==> src/rtl/uart_transmitter.sv <==
// ----------------------------------------------------------------------------
// uart_transmitter
//
// Serial UART transmitter. Words arrive through a valid/ready handshake into
// a one-entry holding register and are sent as a start bit, 8 data bits
// (LSB first), an optional parity bit and 1 or 2 stop bits. While a frame is
// being shifted out, the holding register can take the next word. That word
// is then sent immediately after the current stop bit(s), with no idle gap.
//
// Parameters
//   CLKS_PER_BIT  clk cycles per serial bit (>= 2)
//   PARITY_EN     1 = append a parity bit after the data bits
//   PARITY_ODD    1 = odd parity, 0 = even parity (only with PARITY_EN = 1)
//   STOP_BITS     number of stop bits, 1 or 2
//
// Ports
//   clk       in   system clock, rising edge
//   nRESET    in   asynchronous active-low reset
//   tx_data   in   [7:0] word to transmit, taken when tx_valid && tx_ready
//   tx_valid  in   requester has a word on tx_data
//   tx_ready  out  holding register empty (registered)
//   tx        out  serial line, idles high (registered)
//   tx_busy   out  a frame is being shifted out
//   tx_done   out  one-cycle pulse in the last cycle of each frame
// ----------------------------------------------------------------------------
module uart_transmitter #(
    parameter int CLKS_PER_BIT = 10417,
    parameter int PARITY_EN    = 0,
    parameter int PARITY_ODD   = 0,
    parameter int STOP_BITS    = 1
) (
    input  logic       clk,
    input  logic       nRESET,
    input  logic [7:0] tx_data,
    input  logic       tx_valid,
    output logic       tx_ready,
    output logic       tx,
    output logic       tx_busy,
    output logic       tx_done
);

    localparam int                BAUD_W    = $clog2(CLKS_PER_BIT);
    localparam logic [BAUD_W-1:0] BAUD_LAST = BAUD_W'(CLKS_PER_BIT - 1);
    localparam logic [2:0]        STOP_LAST = 3'(STOP_BITS - 1);

    typedef enum logic [2:0] {
        S_IDLE,
        S_START,
        S_DATA,
        S_PARITY,
        S_STOP
    } state_t;

    // Parity bit for a word: XOR of the data bits, inverted for odd parity.
    function automatic logic f_parity(input logic [7:0] d);
        return (^d) ^ (PARITY_ODD != 0);
    endfunction

    // Control state (reset)
    state_t            r_state;
    logic [BAUD_W-1:0] r_baud;
    logic [2:0]        r_bit;
    logic              r_hold_full;
    logic              r_tx;

    // Data path (no reset needed: only observed once loaded)
    logic [7:0]        r_hold;
    logic [7:0]        r_shift;
    logic              r_par;

    // Next-state values
    state_t            w_state_nxt;
    logic [BAUD_W-1:0] w_baud_nxt;
    logic [2:0]        w_bit_nxt;
    logic [7:0]        w_shift_nxt;
    logic              w_load;
    logic              w_tx_nxt;
    logic              w_baud_last;
    logic              w_accept;

    assign w_baud_last = (r_baud == BAUD_LAST);
    assign w_accept    = tx_valid && !r_hold_full;

    // ------------------------------------------------------------------
    // Next-state logic. w_load marks the edge that drains the holding
    // register into the shift register (leaving IDLE or the end of STOP).
    // ------------------------------------------------------------------
    always_comb begin
        w_state_nxt = r_state;
        w_baud_nxt  = w_baud_last ? '0 : r_baud + BAUD_W'(1);
        w_bit_nxt   = r_bit;
        w_shift_nxt = r_shift;
        w_load      = 1'b0;

        case (r_state)
            S_IDLE: begin
                w_baud_nxt = '0;
                w_bit_nxt  = '0;
                if (r_hold_full) begin
                    w_state_nxt = S_START;
                    w_load      = 1'b1;
                end
            end

            S_START: begin
                if (w_baud_last) begin
                    w_state_nxt = S_DATA;
                    w_bit_nxt   = '0;
                end
            end

            S_DATA: begin
                if (w_baud_last) begin
                    if (r_bit == 3'd7) begin
                        w_state_nxt = (PARITY_EN != 0) ? S_PARITY : S_STOP;
                        w_bit_nxt   = '0;
                    end else begin
                        w_bit_nxt   = r_bit + 3'd1;
                        w_shift_nxt = {1'b0, r_shift[7:1]};
                    end
                end
            end

            S_PARITY: begin
                if (w_baud_last) begin
                    w_state_nxt = S_STOP;
                    w_bit_nxt   = '0;
                end
            end

            S_STOP: begin
                if (w_baud_last) begin
                    if (r_bit == STOP_LAST) begin
                        w_bit_nxt = '0;
                        // A waiting word starts right away: no idle gap.
                        if (r_hold_full) begin
                            w_state_nxt = S_START;
                            w_load      = 1'b1;
                        end else begin
                            w_state_nxt = S_IDLE;
                        end
                    end else begin
                        w_bit_nxt = r_bit + 3'd1;
                    end
                end
            end

            default: begin
                w_state_nxt = S_IDLE;
                w_baud_nxt  = '0;
                w_bit_nxt   = '0;
            end
        endcase

        if (w_load) begin
            w_shift_nxt = r_hold;
        end
    end

    // tx is registered from the next state, so the line changes on the
    // same edge as the state register and each bit lasts exactly
    // CLKS_PER_BIT cycles.
    always_comb begin
        w_tx_nxt = 1'b1;
        case (w_state_nxt)
            S_IDLE:   w_tx_nxt = 1'b1;
            S_START:  w_tx_nxt = 1'b0;
            S_DATA:   w_tx_nxt = w_shift_nxt[0];
            S_PARITY: w_tx_nxt = r_par;
            S_STOP:   w_tx_nxt = 1'b1;
            default:  w_tx_nxt = 1'b1;
        endcase
    end

    // ------------------------------------------------------------------
    // Control registers
    // ------------------------------------------------------------------
    always_ff @(posedge clk or negedge nRESET) begin
        if (!nRESET) begin
            r_state     <= S_IDLE;
            r_baud      <= '0;
            r_bit       <= '0;
            r_hold_full <= 1'b0;
            r_tx        <= 1'b1;
        end else begin
            r_state <= w_state_nxt;
            r_baud  <= w_baud_nxt;
            r_bit   <= w_bit_nxt;
            r_tx    <= w_tx_nxt;
            // Drain and accept never coincide: accept needs the hold empty,
            // drain needs it full. The earliest refill is the next edge.
            if (w_load) begin
                r_hold_full <= 1'b0;
            end else if (w_accept) begin
                r_hold_full <= 1'b1;
            end
        end
    end

    // ------------------------------------------------------------------
    // Data registers
    // ------------------------------------------------------------------
    always_ff @(posedge clk) begin
        if (w_accept) begin
            r_hold <= tx_data;
        end
        r_shift <= w_shift_nxt;
        if (w_load) begin
            r_par <= f_parity(r_hold);
        end
    end

    assign tx       = r_tx;
    assign tx_ready = !r_hold_full;
    assign tx_busy  = (r_state != S_IDLE);
    assign tx_done  = (r_state == S_STOP) && w_baud_last && (r_bit == STOP_LAST);

endmodule

==> config.mk <==
export PLATFORM = sky130hd
export DESIGN_NAME = uart_transmitter
export DESIGN_NICKNAME = d
export VERILOG_FILES = /design/src/rtl/uart_transmitter.sv
export SDC_FILE = /design/constraint.sdc
export NUM_CORES = 1
export LEC_CHECK = 0
export CAP_MARGIN = 20
export CELL_PAD_IN_SITES_DETAIL_PLACEMENT = 0
export CELL_PAD_IN_SITES_GLOBAL_PLACEMENT = 1
export CORE_MARGIN = 5
export CORE_UTILIZATION = 41
export DETAILED_ROUTE_END_ITERATION = 16
export GPL_ROUTABILITY_DRIVEN = 0
export PLACE_DENSITY = 0.83
export SYNTH_ARGS = -nofsm -noshare
export SYNTH_HDL_FRONTEND = slang
export SYNTH_SLANG_ARGS = --single-unit
==> constraint.sdc <==
create_clock -name clk -period 2.4 [get_ports clk]
set_clock_uncertainty 0.15 [all_clocks]
set_input_delay 0.36 -clock clk [delete_from_list [all_inputs] [get_ports clk]]
set_output_delay 0.36 -clock clk [all_outputs]
set_load 0.05 [all_outputs]
==> metrics.csv, run 1 <==
stage,metric,value,unit
critical_path,Crit path arrival time,2.06,ns
critical_path,Buf/Inv on CP,3,
drt,Initial DRT Pass Iterations,4,
critical_path,Startpoint Class,flip-flop,
timing,Tcrit/Tclk final,107,%
timing,Finish-stage setup viols,14,
clocking,CTS tree,yes,
power,Pleak,0.990,nW
timing,Slew headroom,66.3,%
drt,vias post-DR,1300,
synth,"Avg Cell Area, Syn",11.4,µm²
critical_path,CP max stage delay,0.49,ns
timing,fin. max-slew vios,0,
synth,multiplexer area fraction after synthesis,0.549,%
worst_hold_path,Hold Crit Class,in -> async,
cells_and_area,# diodes,0,
placement,PortBufs,14,
critical_path,R2R setup slack,-0.13,ns
drt,wire per inst,13.7,µm
cells_and_area,"commonest non-fill, non-tap cell in the layout",dfrtp_1,
synth,"Warnings, synthesis",0,
synth,Post-Synth XOR/XNOR Area,9.13,%
placement,Place WS,-0.0824,ns
run_status,failing checks,negative setup slack,
synth,Mapped Nets,176,
global_route,first-pass GRT wire length,5820,µm
clocking,Clock transition at path regs,0.08,ns
placement,post-DP HPWL,2550,µm
critical_path,kind of critical path,reg -> out,
power,Total Power,1.86,mW
floorplanning,Core ar.,4320,µm²
global_route,initial antenna violation count,0,
critical_path,RR Endpoint,tx,
critical_path,RR Startpoint,r_baud[0],
critical_path,Crit Path Max Fanout,3,
cells_and_area,Post-Layout Inst Area,2370,µm²
run_status,run status,"complete, but fails checks",
drt,final wirelength,3440,µm
synth,synthesis-stage register bit count,39,
synth,register area share after synthesis,57.7,%
clocking,latest clock arrival within the worst-skew pair,0.29,ns
floorplanning,DIE AREA,5880,µm²
floorplanning,die height,76.7,µm
cells_and_area,Post-layout nets,213,
synth,Synth Area in Adders,3.43,%
critical_path,Critical Path Sink Type,output pin,
timing,Fin. Hold Viols,0,
clocking,CTS sink cnt,39,
global_route,total grt overflow,0,
drt,ANT nets after route,0,
timing,Max Clock Freq,389,MHz
clocking,CTS Buf Count,5,
critical_path,crit path max-delay cell type,or4b_4,
critical_path,critical-path cell list,inv_2 > ha_4 > or4b_4 > nor4_4 > buf_4 > and3_4 > buf_12,
synth,post-synth cell types,39,
global_route,largest net degree at the start of global routing,23,
placement,DP Area,2150,µm²
critical_path,Top Family by Delay on Critical Path,simple AND/OR/NAND/NOR gates,
clocking,H-tree depth,2,
synth,Compound-Gate Fraction of Synth Area,9.81,%
floorplanning,# rows,24,
job,MaxCap Viol Count,0,
drt,Starting DRT DRC Count,64,
cells_and_area,Fill cells,352,
clocking,clock tree buffer depth,2,
synth,post-synth top area share,28.8,%
critical_path,worst r2r path cells,7,
floorplanning,DIE WIDTH,76.7,µm
cells_and_area,area grow syn2layout,30.2,%
synth,largest cells by area after synthesis,"dfrtp_1 (29%), edfxtp_1 (26%), xnor2_1 (6.2%)",
synth,synthesized area,1820,µm²
synth,Synth Instances,160,
clocking,hold_buf cts,0,
timing,crit path time final,2.57,ns
floorplanning,I/O pins,15,
global_route,gr usage total,12.0,%
drt,# DRC,0,
clocking,clk root buf,clkbuf_8,
timing,unrepaired setup endpoints after global routing,yes,
cells_and_area,fraction of layout cells with a size suffix above 1,23.2,%
synth,Yosys top cell by area,dfrtp_1,
power,VDD IR max,0.000545,V
synth,Synth Area in Simple Gates,16.8,%
global_route,number of global-route vias before repair,1332,
floorplanning,Initial Utilization,42.2,%
critical_path,Worst Path Required,1.89,ns
cells_and_area,"commonest cells after routing, fill and taps aside","dfrtp_1 (21), nor2_1 (18), buf_4 (16), edfxtp_1 (16)",
synth,largest family of logic cells by synthesized area,simple AND/OR/NAND/NOR gates,
drt,Via density,5.20,
power,pwr dens,783,nW/µm²
timing,Worst Tran Pin Value,0.504,ns
timing,final setup margin,-0.170,ns
report_power, final:
part | total (mW) | switching [mW] | internal (mW)
Sequential | 0.852 | 0.0573 | 0.795
Clock | 0.536 | 0.227 | 0.309
Combinational | 0.470 | 0.236 | 0.234
flip-flops by register name (all words and copies together), names as in the netlist:
signal and count:
r_state 3, r_bit 3, r_shift 8, r_hold 8
r_baud 14, r_par 1, r_hold_full 1, tx 1
timing repair:
action,in CTS,in global routing
setup endpoints to repair,2,36
buffers inserted,2,3
pin swaps,1,5
resized for setup,4,16
cloned,0,0
worst register-to-register path, delay by kind of cell, from the launching register on:
family | cells | cell delay, ns
adder cells (fa/ha/maj) | 1 | 0.11
multiplexers | 1 | 0.10
AO/OA/AOI/OAI | 1 | 0.23
buffers and inverters | 1 | 0.08
AND/OR/NAND/NOR | 3 | 1.39
flip-flops | 1 | 0.40
cell families after synthesis:
family | Yosys count
AND/OR/NAND/NOR | 59
flip-flops | 39
AO/OA/AOI/OAI | 25
XOR/XNOR | 19
buffers and inverters | 12
adder cells (fa/ha/maj) | 5
multiplexers | 1
through the flow:
step | util [%] | std cells | setup TNS [ns] | hold slack (ns)
floorplan | - | 160 | -0.0948 | -0.0856
global route | 54.9 | 250 | -2.77 | 0.295
CTS | 53.2 | 249 | -0.775 | 0.270
global placement | 49.8 | 239 | 0 | 0.340
finish | 54.9 | 250 | -0.556 | 0.268
detailed placement | 49.8 | 239 | -0.0824 | 0.344
cells in the mapped netlist (all sizes together):
| master | number |
|---|---|
| a21bo | 1 |
| a21boi | 1 |
| a21oi | 6 |
| a221oi | 1 |
| a22o | 6 |
| and2 | 2 |
| and3 | 4 |
| buf | 1 |
| clkbuf | 3 |
| dfrtp | 21 |
| dfstp | 1 |
| dfxtp | 1 |
| edfxtp | 16 |
| ha | 5 |
| inv | 8 |
| mux2i | 1 |
| nand2 | 11 |
| nand2b | 2 |
| nand3 | 5 |
| nand3b | 1 |
| nand4 | 3 |
| nand4b | 1 |
| nor2 | 19 |
| nor2b | 1 |
| nor3 | 2 |
| nor4 | 2 |
| o211a | 1 |
| o21ai | 6 |
| o21bai | 2 |
| o32ai | 1 |
| or2 | 1 |
| or3 | 2 |
| or4 | 1 |
| or4b | 2 |
| xnor2 | 13 |
| xor2 | 6 |
metal layers:
metal	up-vias	part of all wire, %	GRT usage, %
li1	639	-	-
met1	624	44	14.7
met2	31	50	20.4
met4	0	1.4	2.97
met5	-	0	0
met3	6	4.7	3.86
worst max path at each step:
stage	startpoint	slack, ns	end	cells after the start
after floorplan	r_baud[0]	-0.09	tx	8
after global placement	r_baud[0]	0.002	tx	7
after detailed placement	r_baud[0]	-0.08	tx	7
after CTS	r_baud[0]	-0.17	tx_done	7
after global routing	r_baud[0]	-0.24	tx_done	7
final	r_baud[0]	-0.17	tx_done	7
cell type report:
type | count | area, µm² | share of cell area (%)
timing repair buffer | 34 | 315 | 13.3
clock inverter | 3 | 43.8 | 1.85
clock buffer | 5 | 68.8 | 2.90
multi-input combinational | 109 | 798 | 33.6
inverter | 8 | 30.0 | 1.27
tap | 52 | 65.1 | 2.74
sequential | 39 | 1050 | 44.3
Note: power is estimated with default switching activity, not from simulation.
==> run 2: changes to the inputs <==
--- a/config.mk
+++ b/config.mk
@@ -5,7 +5,7 @@
 export SDC_FILE = /design/constraint.sdc
 export NUM_CORES = 1
 export LEC_CHECK = 0
-export CAP_MARGIN = 20
+export CAP_MARGIN = 15
 export CELL_PAD_IN_SITES_DETAIL_PLACEMENT = 0
 export CELL_PAD_IN_SITES_GLOBAL_PLACEMENT = 1
 export CORE_MARGIN = 5
==> results of run 2 <==
Final layout, timing and power as in run 1 (identical DEF).
==> run 3: changes to the inputs <==
--- a/config.mk
+++ b/config.mk
@@ -13,6 +13,7 @@
 export DETAILED_ROUTE_END_ITERATION = 16
 export GPL_ROUTABILITY_DRIVEN = 0
 export PLACE_DENSITY = 0.83
+export RECOVER_POWER = 50
 export SYNTH_ARGS = -nofsm -noshare
 export SYNTH_HDL_FRONTEND = slang
 export SYNTH_SLANG_ARGS = --single-unit
==> run 3 against run 2 <==
The run still ends with negative setup slack left. Clock power about the same. Power shrank 0.16%. Sequential share of layout area is 0.070 points higher. Non-clock buffer count unchanged. Die area unchanged. Critical path type unchanged. Critical endpoint unchanged. Highest routed layer unchanged.
==> metrics.csv, run 3 (same netlist as run 1, synthesis figures left out) <==
stage,metric,value,unit,change
critical_path,Setup crit start,r_baud[0],,unchanged
floorplanning,Initial Utilization,42.2,%,unchanged
floorplanning,Core ar.,4320,µm²,unchanged
drt,ANT nets after route,0,,unchanged
cells_and_area,biggest regs,"r_baud (14), r_hold (8), r_shift (8)",,unchanged
power,Gate power share,25.2,%,was 25.3%
timing,Worst Tran Pin Value,1.21,ns,was 0.504 ns
cells_and_area,Fill cells,352,,unchanged
cells_and_area,Post-layout nets,213,,unchanged
drt,vias post-DR,1300,,unchanged
worst_hold_path,hold depth,2,,
power,Pleak,0.988,nW,was 0.990 nW
cells_and_area,max reg flops,14,,unchanged
critical_path,kind of critical path,reg -> out,,unchanged
floorplanning,die height,76.7,µm,unchanged
global_route,largest net degree at the start of global routing,23,,unchanged
drt,Initial DRT Pass Iterations,4,,unchanged
global_route,first-pass GRT wire length,5820,µm,unchanged
timing,Fin. Hold Viols,0,,unchanged
timing,Max Clock Freq,389,MHz,unchanged
critical_path,Crit path arrival time,2.06,ns,about the same
power,Total Power,1.86,mW,about the same
clocking,CTS Buf Count,5,,unchanged
power,VDD IR max,0.000545,V,about the same
timing,Tcrit/Tclk final,107,%,unchanged
cells_and_area,Post-Layout Inst Area,2370,µm²,about the same
floorplanning,DIE WIDTH,76.7,µm,unchanged
timing,fin. max-slew vios,0,,unchanged
timing,crit path time final,2.57,ns,unchanged
power,sequential power share,46.0,%,was 45.9%
critical_path,RR Startpoint,r_baud[0],,unchanged
placement,DP Area,2150,µm²,unchanged
clocking,clock tree buffer depth,2,,unchanged
timing,final setup margin,-0.170,ns,unchanged
power,Net Sw Frac,28.0,%,about the same
run_status,run status,"complete, but fails checks",,unchanged
run_status,failing checks,negative setup slack,,unchanged
critical_path,worst r2r path cells,7,,unchanged
placement,post-DP HPWL,2550,µm,unchanged
cells_and_area,largest register by flop count,r_baud,,unchanged
floorplanning,# rows,24,,unchanged
floorplanning,DIE AREA,5880,µm²,unchanged
critical_path,Crit Path Max Fanout,3,,unchanged
timing,Finish-stage setup viols,14,,unchanged
power,Clk network pwr share,28.9,%,was 28.8%
global_route,total grt overflow,0,,unchanged
drt,wire per inst,13.7,µm,about the same
power,Int Power,1.34,mW,about the same
cells_and_area,"commonest non-fill, non-tap cell in the layout",dfrtp_1,,unchanged
cells_and_area,"commonest cells after routing, fill and taps aside","dfrtp_1 (21), nor2_1 (18), edfxtp_1 (16)",,"was dfrtp_1 (21), nor2_1 (18), buf_4 (16), edfxtp_1 (16)"
clocking,latest clock arrival within the worst-skew pair,0.29,ns,about the same
clocking,clk root buf,clkbuf_8,,unchanged
clocking,CTS tree,yes,,unchanged
timing,unrepaired setup endpoints after global routing,yes,,unchanged
global_route,initial antenna violation count,0,,unchanged
power,Sw Pwr,520,µW,about the same
clocking,hold_buf cts,0,,unchanged
job,MaxCap Viol Count,0,,unchanged
cells_and_area,# diodes,0,,unchanged
floorplanning,I/O pins,15,,unchanged
critical_path,Worst Path Required,1.89,ns,about the same
drt,Starting DRT DRC Count,57,,was 64
drt,# DRC,0,,unchanged
global_route,number of global-route vias before repair,1332,,unchanged
critical_path,Startpoint Class,flip-flop,,unchanged
clocking,CTS sink cnt,39,,unchanged
critical_path,Critical Path Sink Type,output pin,,unchanged
drt,final wirelength,3430,µm,was 3440 µm
clocking,Clock transition at path regs,0.08,ns,about the same
power,pwr dens,783,nW/µm²,about the same
drt,Via density,5.20,,unchanged
clocking,H-tree depth,2,,unchanged
worst_hold_path,Hold Crit Class,reg -> reg,,was in -> async
critical_path,R2R setup slack,-0.13,ns,about the same
cells_and_area,fraction of layout cells with a size suffix above 1,22.7,%,was 23.2%
critical_path,RR Endpoint,tx,,unchanged
timing,Slew headroom,19.2,%,was 66.3%
cells_and_area,area grow syn2layout,30.0,%,was 30.2%
critical_path,Setup crit end,tx_done,,unchanged
placement,PortBufs,14,,unchanged
global_route,gr usage total,12.0,%,unchanged
[run 3: cell types whose count changed in the layout (fill, tap and decap cells not counted), sizes merged]
cell,change
buf,-1
clkbuf,+1
clkdlybuf4s50,-7
dlygate4sd3,+7
[run 3: stage by stage]
| step | TNS [ns] | hold slack [ns] | utilization, % | worst slack, ns | instances |
|---|---|---|---|---|---|
| 3_3_place_gp | 0 | 0.340 | 49.8 | 0.00169 | 239 |
| 2_1_floorplan | -0.0948 | -0.0856 | - | -0.0948 | 160 |
| 4_1_cts | -0.775 | 0.270 | 53.2 | -0.168 | 249 |
| 3_5_place_dp | -0.0824 | 0.344 | 49.8 | -0.0824 | 239 |
| 5_1_grt | -2.77 | 0.411 | 54.8 | -0.242 | 250 |
| 6_report | -0.556 | 0.373 | 54.8 | -0.170 | 250 |
[run 3: metal layers]
layer  GRT usage, %  vias to the layer above  part of all wire (%)
li1               -                      639                     -
met4           2.97                        0                   1.4
met5              0                        -                     0
met1           14.7                      624                    44
met2           20.4                       31                    50
met3           3.86                        6                   4.9
[run 3: area by class of cell]
type                            count  area [µm²]  share of cell area [%]
Tap cell                           52        65.1                    2.75
Clock inverter                      3        43.8                    1.85
Inverter                            8        30.0                    1.27
Clock buffer                        5        68.8                    2.90
Timing Repair Buffer               34         312                    13.1
Sequential cell                    39        1050                    44.4
Multi-Input combinational cell    109         798                    33.7
[run 3: worst min path at each step]
| stage | from | endpoint | slack, ns |
|---|---|---|---|
| 5_1_grt | r_hold[0] | r_shift[0] | 0.41 |
| 2_1_floorplan | nRESET | r_baud[0] | -0.09 |
| 6_report | r_hold[0] | r_shift[0] | 0.37 |
| 4_1_cts | nRESET | r_baud[5] | 0.27 |
| 3_3_place_gp | r_hold[0] | r_shift[0] | 0.34 |
| 3_5_place_dp | r_hold[0] | r_shift[0] | 0.34 |
[run 3: power by group through the flow]
stage | Combinational (mW) | Clock, mW | Sequential [mW]
2_1_floorplan | 0.235 | 0 | 0.872
3_3_place_gp | 0.400 | 0 | 0.856
3_5_place_dp | 0.411 | 0 | 0.860
4_1_cts | 0.417 | 0.554 | 0.847
5_1_grt | 0.523 | 0.575 | 0.863
6_report | 0.467 | 0.536 | 0.852
[run 3: worst max-delay path, stage by stage (launching register included)]
cell     delay [ns]
dfrtp_1        0.40
inv_2          0.08
ha_4           0.11
or4b_4         0.49
nor4_4         0.22
buf_4          0.15
and3_4         0.19
buf_12         0.13
[run 3: timing repair]
item,CTS,global route
gates resized for setup,4,16
setup buffers,2,3
pin swaps,1,5
endpoints found under the hold margin,0,0
endpoints found under the setup margin,2,36
gates cloned,0,0
